--- src/rtl/pong_disp_pkg.sv ---
// -----------------------------------------------------------------------------
// pong_disp_pkg
// Shared constants and types for the multiplexed 7-segment score display.
//   SLOT_R / SLOT_L / SLOT_DARK : decoder digit-select codes
//   NUM_BLANK                   : decoder value that renders as a dash / blank
//   mode_e                      : score display mode (steady or winner blink)
//   fmt_digit()                 : maps out-of-range scores (> 9) to NUM_BLANK
// -----------------------------------------------------------------------------
package pong_disp_pkg;

  localparam logic [1:0] SLOT_R    = 2'd0;
  localparam logic [1:0] SLOT_L    = 2'd2;
  localparam logic [1:0] SLOT_DARK = 2'd1;

  localparam logic [3:0] NUM_BLANK = 4'hF;

  typedef enum logic {
    SHOW  = 1'b0,
    BLINK = 1'b1
  } mode_e;

  function automatic logic [3:0] fmt_digit(input logic [3:0] v);
    return (v > 4'd9) ? NUM_BLANK : v;
  endfunction

endpackage

--- src/rtl/scan_prescaler.sv ---
// -----------------------------------------------------------------------------
// scan_prescaler
// Free-running slot timer for a 4-slot multiplexed display.
//   clk_i        : clock
//   rst_i        : asynchronous active-high reset
//   slot_o       : current slot index 0..3
//   slot_adv_o   : high in the last cycle of a slot (prescaler wraps next edge)
//   frame_tick_o : one-cycle pulse in the first cycle of slot 0 of each frame
// -----------------------------------------------------------------------------
module scan_prescaler #(
  parameter int SLOT_CYCLES = 100000
) (
  input  logic       clk_i,
  input  logic       rst_i,
  output logic [1:0] slot_o,
  output logic       slot_adv_o,
  output logic       frame_tick_o
);

  localparam int CNT_W = (SLOT_CYCLES > 1) ? $clog2(SLOT_CYCLES) : 1;
  localparam logic [CNT_W-1:0] CNT_MAX = CNT_W'(SLOT_CYCLES - 1);

  logic [CNT_W-1:0] cnt_q, cnt_d;
  logic [1:0]       slot_q, slot_d;
  logic             tick_q, tick_d;
  logic             wrap;

  assign wrap = (cnt_q == CNT_MAX);

  always_comb begin
    cnt_d  = wrap ? '0 : cnt_q + 1'b1;
    slot_d = wrap ? slot_q + 2'd1 : slot_q;
    // Registered so the pulse lines up with the cycle slot_q becomes 0;
    // a reset never produces a tick because tick_q clears to 0.
    tick_d = wrap && (slot_q == 2'd3);
  end

  always_ff @(posedge clk_i or posedge rst_i) begin
    if (rst_i) begin
      cnt_q  <= '0;
      slot_q <= 2'd0;
      tick_q <= 1'b0;
    end else begin
      cnt_q  <= cnt_d;
      slot_q <= slot_d;
      tick_q <= tick_d;
    end
  end

  assign slot_o       = slot_q;
  assign slot_adv_o   = wrap;
  assign frame_tick_o = tick_q;

endmodule

--- src/rtl/score_scan_ctrl.sv ---
// -----------------------------------------------------------------------------
// score_scan_ctrl
// Time-multiplexing controller feeding the combinational 7-segment decoder.
// Holds both player scores with frame-boundary (tear-free) updates, scans the
// four digit slots and flashes the winner's digit after game over.
//   clk, reset           : clock, asynchronous active-high reset
//   score_l / score_r    : new score pair, valid with score_upd
//   score_upd            : strobe, captures a pending score pair
//   game_over, winner_l  : strobe + winner (1 = left) -> start blinking
//   game_restart         : strobe, clears scores and blinking
//   digit_sel, digit_num : registered decoder en / num
//   frame_tick           : one-cycle pulse at each frame start
// -----------------------------------------------------------------------------
module score_scan_ctrl
  import pong_disp_pkg::*;
#(
  parameter int SLOT_CYCLES  = 100000,
  parameter int BLINK_FRAMES = 125
) (
  input  logic       clk,
  input  logic       reset,
  input  logic [3:0] score_l,
  input  logic [3:0] score_r,
  input  logic       score_upd,
  input  logic       game_over,
  input  logic       winner_l,
  input  logic       game_restart,
  output logic [1:0] digit_sel,
  output logic [3:0] digit_num,
  output logic       frame_tick
);

  localparam int FC_W = (BLINK_FRAMES > 1) ? $clog2(BLINK_FRAMES) : 1;
  localparam logic [FC_W-1:0] FC_MAX = FC_W'(BLINK_FRAMES - 1);

  logic [1:0] slot;
  logic       slot_adv;
  logic       tick;

  scan_prescaler #(
    .SLOT_CYCLES (SLOT_CYCLES)
  ) u_scan (
    .clk_i        (clk),
    .rst_i        (reset),
    .slot_o       (slot),
    .slot_adv_o   (slot_adv),
    .frame_tick_o (tick)
  );

  logic [3:0]      disp_l_q, disp_l_d, disp_r_q, disp_r_d;
  logic [3:0]      pend_l_q, pend_l_d, pend_r_q, pend_r_d;
  logic            pflag_q, pflag_d;
  mode_e           mode_q, mode_d;
  logic            win_l_q, win_l_d;
  logic            hidden_q, hidden_d;
  logic [FC_W-1:0] fc_q, fc_d;
  logic [1:0]      sel_q, sel_d;
  logic [3:0]      num_q, num_d;
  logic            blank_l, blank_r;

  // Score latch: display registers only change at a frame boundary.
  always_comb begin
    disp_l_d = disp_l_q;
    disp_r_d = disp_r_q;
    pend_l_d = pend_l_q;
    pend_r_d = pend_r_q;
    pflag_d  = pflag_q;
    if (game_restart) begin
      disp_l_d = 4'd0;
      disp_r_d = 4'd0;
      pend_l_d = 4'd0;
      pend_r_d = 4'd0;
      pflag_d  = 1'b0;
    end else begin
      if (tick && pflag_q) begin
        disp_l_d = pend_l_q;
        disp_r_d = pend_r_q;
        pflag_d  = 1'b0;
      end
      // Applied after the load so a coincident update becomes the next pending pair.
      if (score_upd) begin
        pend_l_d = score_l;
        pend_r_d = score_r;
        pflag_d  = 1'b1;
      end
    end
  end

  // Blink FSM next state.
  always_comb begin
    mode_d   = mode_q;
    win_l_d  = win_l_q;
    hidden_d = hidden_q;
    fc_d     = fc_q;
    if (game_restart) begin
      mode_d   = SHOW;
      hidden_d = 1'b0;
      fc_d     = '0;
    end else if (game_over) begin
      mode_d   = BLINK;
      win_l_d  = winner_l;
      hidden_d = 1'b0;
      fc_d     = '0;
    end else begin
      case (mode_q)
        BLINK: begin
          if (tick) begin
            if (fc_q == FC_MAX) begin
              fc_d     = '0;
              hidden_d = ~hidden_q;
            end else begin
              fc_d = fc_q + 1'b1;
            end
          end
        end
        default: ;
      endcase
    end
  end

  // Output mapping uses next-state score/blink values so the first slot-0
  // of a new frame already reflects the frame-boundary load.
  always_comb begin
    blank_l = (mode_d == BLINK) && hidden_d && win_l_d;
    blank_r = (mode_d == BLINK) && hidden_d && !win_l_d;
    sel_d   = slot;
    num_d   = NUM_BLANK;
    case (slot)
      SLOT_R: begin
        sel_d = blank_r ? SLOT_DARK : SLOT_R;
        num_d = blank_r ? NUM_BLANK : fmt_digit(disp_r_d);
      end
      SLOT_L: begin
        sel_d = blank_l ? SLOT_DARK : SLOT_L;
        num_d = blank_l ? NUM_BLANK : fmt_digit(disp_l_d);
      end
      default: ;
    endcase
  end

  always_ff @(posedge clk or posedge reset) begin
    if (reset) begin
      disp_l_q <= 4'd0;
      disp_r_q <= 4'd0;
      pend_l_q <= 4'd0;
      pend_r_q <= 4'd0;
      pflag_q  <= 1'b0;
      mode_q   <= SHOW;
      win_l_q  <= 1'b0;
      hidden_q <= 1'b0;
      fc_q     <= '0;
      sel_q    <= 2'd0;
      num_q    <= 4'd0;
    end else begin
      disp_l_q <= disp_l_d;
      disp_r_q <= disp_r_d;
      pend_l_q <= pend_l_d;
      pend_r_q <= pend_r_d;
      pflag_q  <= pflag_d;
      mode_q   <= mode_d;
      win_l_q  <= win_l_d;
      hidden_q <= hidden_d;
      fc_q     <= fc_d;
      sel_q    <= sel_d;
      num_q    <= num_d;
    end
  end

  assign digit_sel  = sel_q;
  assign digit_num  = num_q;
  assign frame_tick = tick;

  logic unused_adv;
  assign unused_adv = slot_adv;

endmodule

--- config.mk ---
export PLATFORM = sky130hd
export DESIGN_NAME = score_scan_ctrl
export DESIGN_NICKNAME = d
export VERILOG_FILES = /design/src/rtl/pong_disp_pkg.sv /design/src/rtl/scan_prescaler.sv /design/src/rtl/score_scan_ctrl.sv
export SDC_FILE = /design/constraint.sdc
export NUM_CORES = 1
export LEC_CHECK = 0
export ABC_CLOCK_PERIOD_IN_PS = 1400
export BUFFER_PORTS_ARGS = -buffer_cell sky130_fd_sc_hd__buf_4
export CAP_MARGIN = 15
export CORE_MARGIN = 1
export CORE_UTILIZATION = 53
export DETAILED_ROUTE_END_ITERATION = 10
export GPL_TIMING_DRIVEN = 0
export HOLD_SLACK_MARGIN = 0.08
export PLACE_DENSITY = 0.78
export SYNTH_ARGS = -nofsm -noshare
export SYNTH_HDL_FRONTEND = slang
export SYNTH_HIERARCHICAL = 1
export SYNTH_SLANG_ARGS = --single-unit
--- constraint.sdc ---
create_clock -name clk -period 1.4 [get_ports clk]
set_input_delay 0.14 -clock clk [delete_from_list [all_inputs] [get_ports clk]]
set_output_delay 0.14 -clock clk [all_outputs]
set_load 0.05 [all_outputs]
; ---- After elaboration in Yosys (flattened, before gate mapping)
; Index checks and enable logic that the tools add are counted.
; W data, S select, Z words.
[totals]
inputBits = 14
regBits = 53
wordCells = 70
output_inout_bits = 7
[classes]
eq_ne = 4
addsub = 3
reduce_logical = 12
bitwise = 1
magnitude_cmp = 2
n_mux = 34
[ops]
columns = cell, count
row1 = $mux W4, 12
row2 = $mux W7, 5
row3 = $add A17 B1 Y17 const B, 1
row4 = $eq A17 B17 Y1 const B, 1
row5 = $mux W17, 1
row6 = $mux W1, 13
row7 = $reduce_bool A3 Y1, 3
row8 = $gt A4 B4 Y1 const B, 2
row9 = $pmux W4 S2, 1
row10 = $add A7 B1 Y7 const B, 1
row11 = $eq A7 B7 Y1 const B, 1
row12 = $logic_and A1 B1 Y1, 5
row13 = $eq A2 B2 Y1 const B, 2
row14 = $pmux W2 S2, 1
row15 = $add A2 B1 Y2 const B, 1
row16 = $logic_not A2 Y1, 1
row17 = $mux W2, 1
row18 = $reduce_and A2 Y1, 1
row19 = $reduce_bool A2 Y1, 1
row20 = $logic_not A1 Y1, 1
row21 = $not A1 Y1, 1

; ---- Logic depth before layout (Yosys ltp)
[depth]
ltp_word = 10
ltp_mapped = 7
depth_no_buf = 7

; ---- Modules after synthesis
; The synthesis kept the hierarchy.
[by_module_without_submodules]
columns = module, n_inst, seq_area_each_um2, area_each_um2, cells_per_inst
row1 = score_scan_ctrl, 1, 825.8, 1677.9, 159
row2 = scan_prescaler, 1, 500.5, 944.7, 85

; ---- Worst setup path after synthesis
; Ideal clock, no wire load.
[synth_timing]
kind = reg-to-reg
from = register u_scan.tick_q, in the netlist u_scan/frame_tick_o
to = register num_q[3], in the netlist digit_num[3]
required_time_ns = 1.270
period_less_slack_ns = 1.797
slack_ns = -0.397
arrival_ns = 1.667
path_buffers = 1
path_stages_with_launch = 7
setup_ns = 0.130
cell_sequence = dfrtp_1 -> buf_4 -> nand4_1 -> o2111a_1 -> nor2_2 -> o21bai_2 -> a2bb2oi_2
[synth_between]
elab_chain_len = 8
elab_cells_between_ends = 19
classes_between = order compare: 2 / mux: 13 / reduce/logical: 4
[synth_lines]
columns = item, line_no
row1 = from (decl), scan_prescaler.sv:25  ; logic tick_q, tick_d;
row2 = from (signal assigned), scan_prescaler.sv:46  ; tick_q <= tick_d;
row3 = branches (longest 7 deep; another with $gt A4 B4 Y1), n/a
row4 = $pmux W4 S2 *, score_scan_ctrl.sv:128  ; case (slot)
row5 = named net num_d[3], score_scan_ctrl.sv:58  ; logic [3:0] num_q, num_d;
row6 = to (signal assigned), score_scan_ctrl.sv:165  ; num_q <= num_d;
row7 = to (decl), score_scan_ctrl.sv:58
; Mark *: on every way through the listed nets, which the timed path passes.
; A chain may end at the register's enable or synchronous reset.

; ---- Final worst setup path
[layout_timing]
from = register hidden_q
to = register num_q[2], in the netlist digit_num[2]
[layout_between]
elab_chain_len = 10
elab_cells_between_ends = 12
classes_between = mux: 8 / bitwise: 1 / reduce/logical: 3
[layout_lines]
columns = item, line_no
row1 = from (decl), score_scan_ctrl.sv:55  ; logic hidden_q, hidden_d;
row2 = from (signal assigned), score_scan_ctrl.sv:162  ; hidden_q <= hidden_d;
row3 = $not A1 Y1, score_scan_ctrl.sv:110  ; hidden_d = ~hidden_q;
row4 = $mux W1, score_scan_ctrl.sv:108  ; if (fc_q == FC_MAX) begin
row5 = $mux W1, score_scan_ctrl.sv:107  ; if (tick) begin
row6 = $mux W1 *, score_scan_ctrl.sv:105  ; case (mode_q)
row7 = $mux W1 *, score_scan_ctrl.sv:99  ; end else if (game_over) begin
row8 = $mux W1 *, score_scan_ctrl.sv:95  ; if (game_restart) begin
row9 = $logic_and A1 B1 Y1 *, "score_scan_ctrl.sv:124, score_scan_ctrl.sv:125"
row10 = "$logic_and A1 B1 Y1, on equally long branches", "score_scan_ctrl.sv:124, score_scan_ctrl.sv:125"
row11 = "$mux W4, on equally long branches", "score_scan_ctrl.sv:135, score_scan_ctrl.sv:131"
row12 = $pmux W4 S2 *, score_scan_ctrl.sv:128
row13 = named net num_d[2], score_scan_ctrl.sv:58
; The timed path passes the listed nets; every way through them passes the cells marked *.

==> impl_metrics.env <==
export IMPL_outcome="finished, violations left"
export IMPL_failed_checks="setup timing"
export IMPL_drtPass1Iterations=5
export IMPL_synth_edf_count=0
export IMPL_drv_slew=0
export IMPL_die_area_sq_um=5230
export IMPL_post_route_util=0.748
export IMPL_syn_nets=262
export IMPL_grt_antenna_before_repair=0
export IMPL_cp_max_fo=4
export IMPL_fp_dieH_um=72.3
export IMPL_drt_iter0_markers=148
export IMPL_port_buffers=19
export IMPL_gp_congestion=0.834
export IMPL_ctsRootBufferMaster="clkbuf_8"
export IMPL_critPathTopFamily="simple AND/OR/NAND/NOR gates"
export IMPL_slew_headroom=0.505
export IMPL_ys_flop_type="dfrtp_1"
export IMPL_post_route_period_util=1.14
export IMPL_syn_inst=244
export IMPL_rr_worst_depth=5
export IMPL_yosysSeqAreaShare=0.506
export IMPL_avgRoutedWirePerCell_um=16.1
export IMPL_syn2layout_area_growth_pct=35.6
export IMPL_worstSkewPairLatency_ps=300
export IMPL_io_pins=21
export IMPL_setup_slack_ps=-194
export IMPL_grt_pass1_vias=2072
export IMPL_core_area_sq_um=4750
export IMPL_path_clk_slew_ps=90
export IMPL_yosysWarnings=6
export IMPL_path_cells="or4b_4, nor3_4, nor2_4, buf_4, o21ai_1"
export IMPL_regArea_sq_um=1340
export IMPL_grt_max_degree=25
export IMPL_ys_ff_latch=53
export IMPL_crit_cells=5
export IMPL_num_nets_final=326
export IMPL_worst_pin_slew_ps=741
export IMPL_finalCriticalPeriod_ps=1590
export IMPL_maxCapViolations=0
export IMPL_holdCritPathClass="in -> reg"
export IMPL_endpoint_kind="flip-flop"
export IMPL_grtUsageTotal=0.234
export IMPL_drt_wl_total_mm=6.05
export IMPL_path_buf_inv=1
export IMPL_finalSetupViolations=25
export IMPL_fillers=332
export IMPL_r2r_end="digit_num[2]$_DFF_PP0_"
export IMPL_worst_clock_skew_ps=7.09
export IMPL_cts_tree="yes"
export IMPL_syn_avg_cell_area_sq_um=10.7
export IMPL_multi_input_area_sq_um=1470
export IMPL_worstSetupPathType="reg -> reg"
export IMPL_ant_nets=0
export IMPL_clk_path_buf_depth=2
export IMPL_overflow=0
export IMPL_netlist_top_cells_count="dfrtp_1 (53), nor2_1 (34), mux2i_1 (15), xnor2_1 (15), nand3_1 (11)"
export IMPL_power_leakage_uw=0.00166
export IMPL_worst_path_largest_cell_delay_ps=500
export IMPL_crit_required_ps=1630
export IMPL_rsz0062_at_grt="true"
export IMPL_p_per_area_nw_per_um2=726
export IMPL_clock_sinks=53
export IMPL_synth_top_area_share=0.506
export IMPL_async_reset_ff_frac=1.00
export IMPL_antenna_cells=0
export IMPL_crit_end="digit_num[2]$_DFF_PP0_"
export IMPL_syn_area_sq_um=2620
export IMPL_cpMaxStageDelayCell="or4b_4"
export IMPL_ir_drop_mv=0.560
export IMPL_vias=2096
export IMPL_max_freq_ghz=0.628
export IMPL_synthMostInstantiatedCell="dfrtp_1"
export IMPL_synthTopCellsByArea="dfrtp_1 (51%), mux2i_1 (5.7%), xnor2_1 (5.0%), nor2_1 (4.9%), xor2_1 (2.7%)"
export IMPL_rrSetupSlack_ps=-190
export IMPL_synth_top_area_cell="dfrtp_1"
export IMPL_dp_hpwl_mm=3.47
export IMPL_finalHoldViolations=0
export IMPL_vias_per_cell=5.57
export IMPL_cp_start_kind="flip-flop"
export IMPL_rows=25
export IMPL_grt_pass1_wl_mm=9.28
export IMPL_ys_types=46
export IMPL_finalPower_uw=2580
export IMPL_cp_startpoint="hidden_q$_DFF_PP0_"
export IMPL_drive_gt1_frac=0.424
export IMPL_start_util=0.552
export IMPL_timing_rr_start="hidden_q$_DFF_PP0_"
export IMPL_h_tree_depth=2
export IMPL_cp_arrival_ps=1820
export IMPL_drcViolationCount=0
export IMPL_cts_made_buffers=5
export IMPL_die_x_um=72.3
## metrics by stage
stage / TNS, ps / cell area [sq um] / hold WS (ps) / std cells / worst slack, ps
2_1_floorplan: -1080 / 2650 / 104 / 244 / -203
5_1_grt: -3580 / 3560 / 99.3 / 376 / -230
3_3_place_gp: -2360 / 2880 / 314 / 330 / -201
3_5_place_dp: -3090 / 2910 / 185 / 331 / -233
6_report: -1810 / 3560 / 92.0 / 376 / -194
4_1_cts: -1290 / 3310 / 83.0 / 365 / -153
## power by group
group / internal [uW] / total [uW] / switching [uW]
clock: 347 / 813 / 465
sequential: 1550 / 1560 / 11.8
combinational: 89.9 / 208 / 118
## worst min path at each step
stage	start	slack (ps)	depth (start not counted)	to
floorplan	reset	100	1	u_scan/cnt_q[0]$_DFF_PP0_
global placement	reset	310	2	u_scan/cnt_q[4]$_DFF_PP0_
detailed placement	reset	180	2	digit_sel[1]$_DFF_PP0_
CTS	score_r[0]	80	3	pend_r_q[0]$_DFFE_PP0P_
global route	score_r[3]	100	3	pend_r_q[3]$_DFFE_PP0P_
finish	score_r[3]	90	3	pend_r_q[3]$_DFFE_PP0P_
## registers in the layout, indices dropped and copies added, names as in the netlist, 4 cells and up
signal        flops
u_scan/cnt_q     17
fc_q              7
digit_num         4
disp_l_q          4
disp_r_q          4
pend_l_q          4
pend_r_q          4
## cells in the final DEF (no fill, tap or decap), types with 4 or more instances in the layout
cell	n
nand2_1	6
xor2_1	8
nand2_4	4
xnor2_1	14
buf_6	8
a211o_1	6
dfrtp_2	7
nand4_1	7
nor3_1	4
buf_4	47
nor2_1	26
mux2i_1	13
dfrtp_1	46
inv_1	8
clkbuf_8	5
nand3_1	10
a21bo_2	4
nor2_2	7
dlygate4sd3_1	6
## cell type report
| cell class | instances | area share |
|---|---|---|
| Multi-Input combinational cell | 173 | 0.414 |
| Sequential cell | 53 | 0.375 |
| Timing Repair Buffer | 57 | 0.133 |
| Tap cell | 67 | 0.0236 |
| Clock buffer | 6 | 0.0204 |
| Buffer | 8 | 0.0194 |
| Inverter | 10 | 0.0106 |
| Clock inverter | 2 | 0.00281 |
## worst register-to-register path, stage by stage (launching register included)
cell	delay (ps)
dfrtp_1	400
or4b_4	500
nor3_4	240
nor2_4	80
buf_4	140
o21ai_1	150
## logic make-up (layout without fill, tap and decap cells)
logic type | Yosys count | in the layout | share of synthesized area
simple gates | 95 | 95 | 0.191
mux | 16 | 16 | 0.0615
flops | 53 | 53 | 0.506
xor+xnor | 24 | 24 | 0.0830
fa+ha+maj | 4 | 4 | 0.0191
compound gates | 34 | 34 | 0.100
buf+inv | 18 | 83 | 0.0391
## repair_timing
action                                 in CTS  in global routing
pin swaps                                  15                 22
buffers inserted                           19                 12
gates cloned                                1                  0
hold buffers                                6                  0
endpoints found under the hold margin      35                  0
setup endpoints to repair                  26                 28
gates resized for setup                    33                 36
## routing by layer
metal,up-vias,GRT usage,part of all wire
li1,974,-,-
met1,1041,0.282,0.40
met2,66,0.404,0.54
met3,15,0.0444,0.034
met4,0,0.109,0.025
met5,-,0,0
Note: power is estimated with default switching activity, not from simulation.
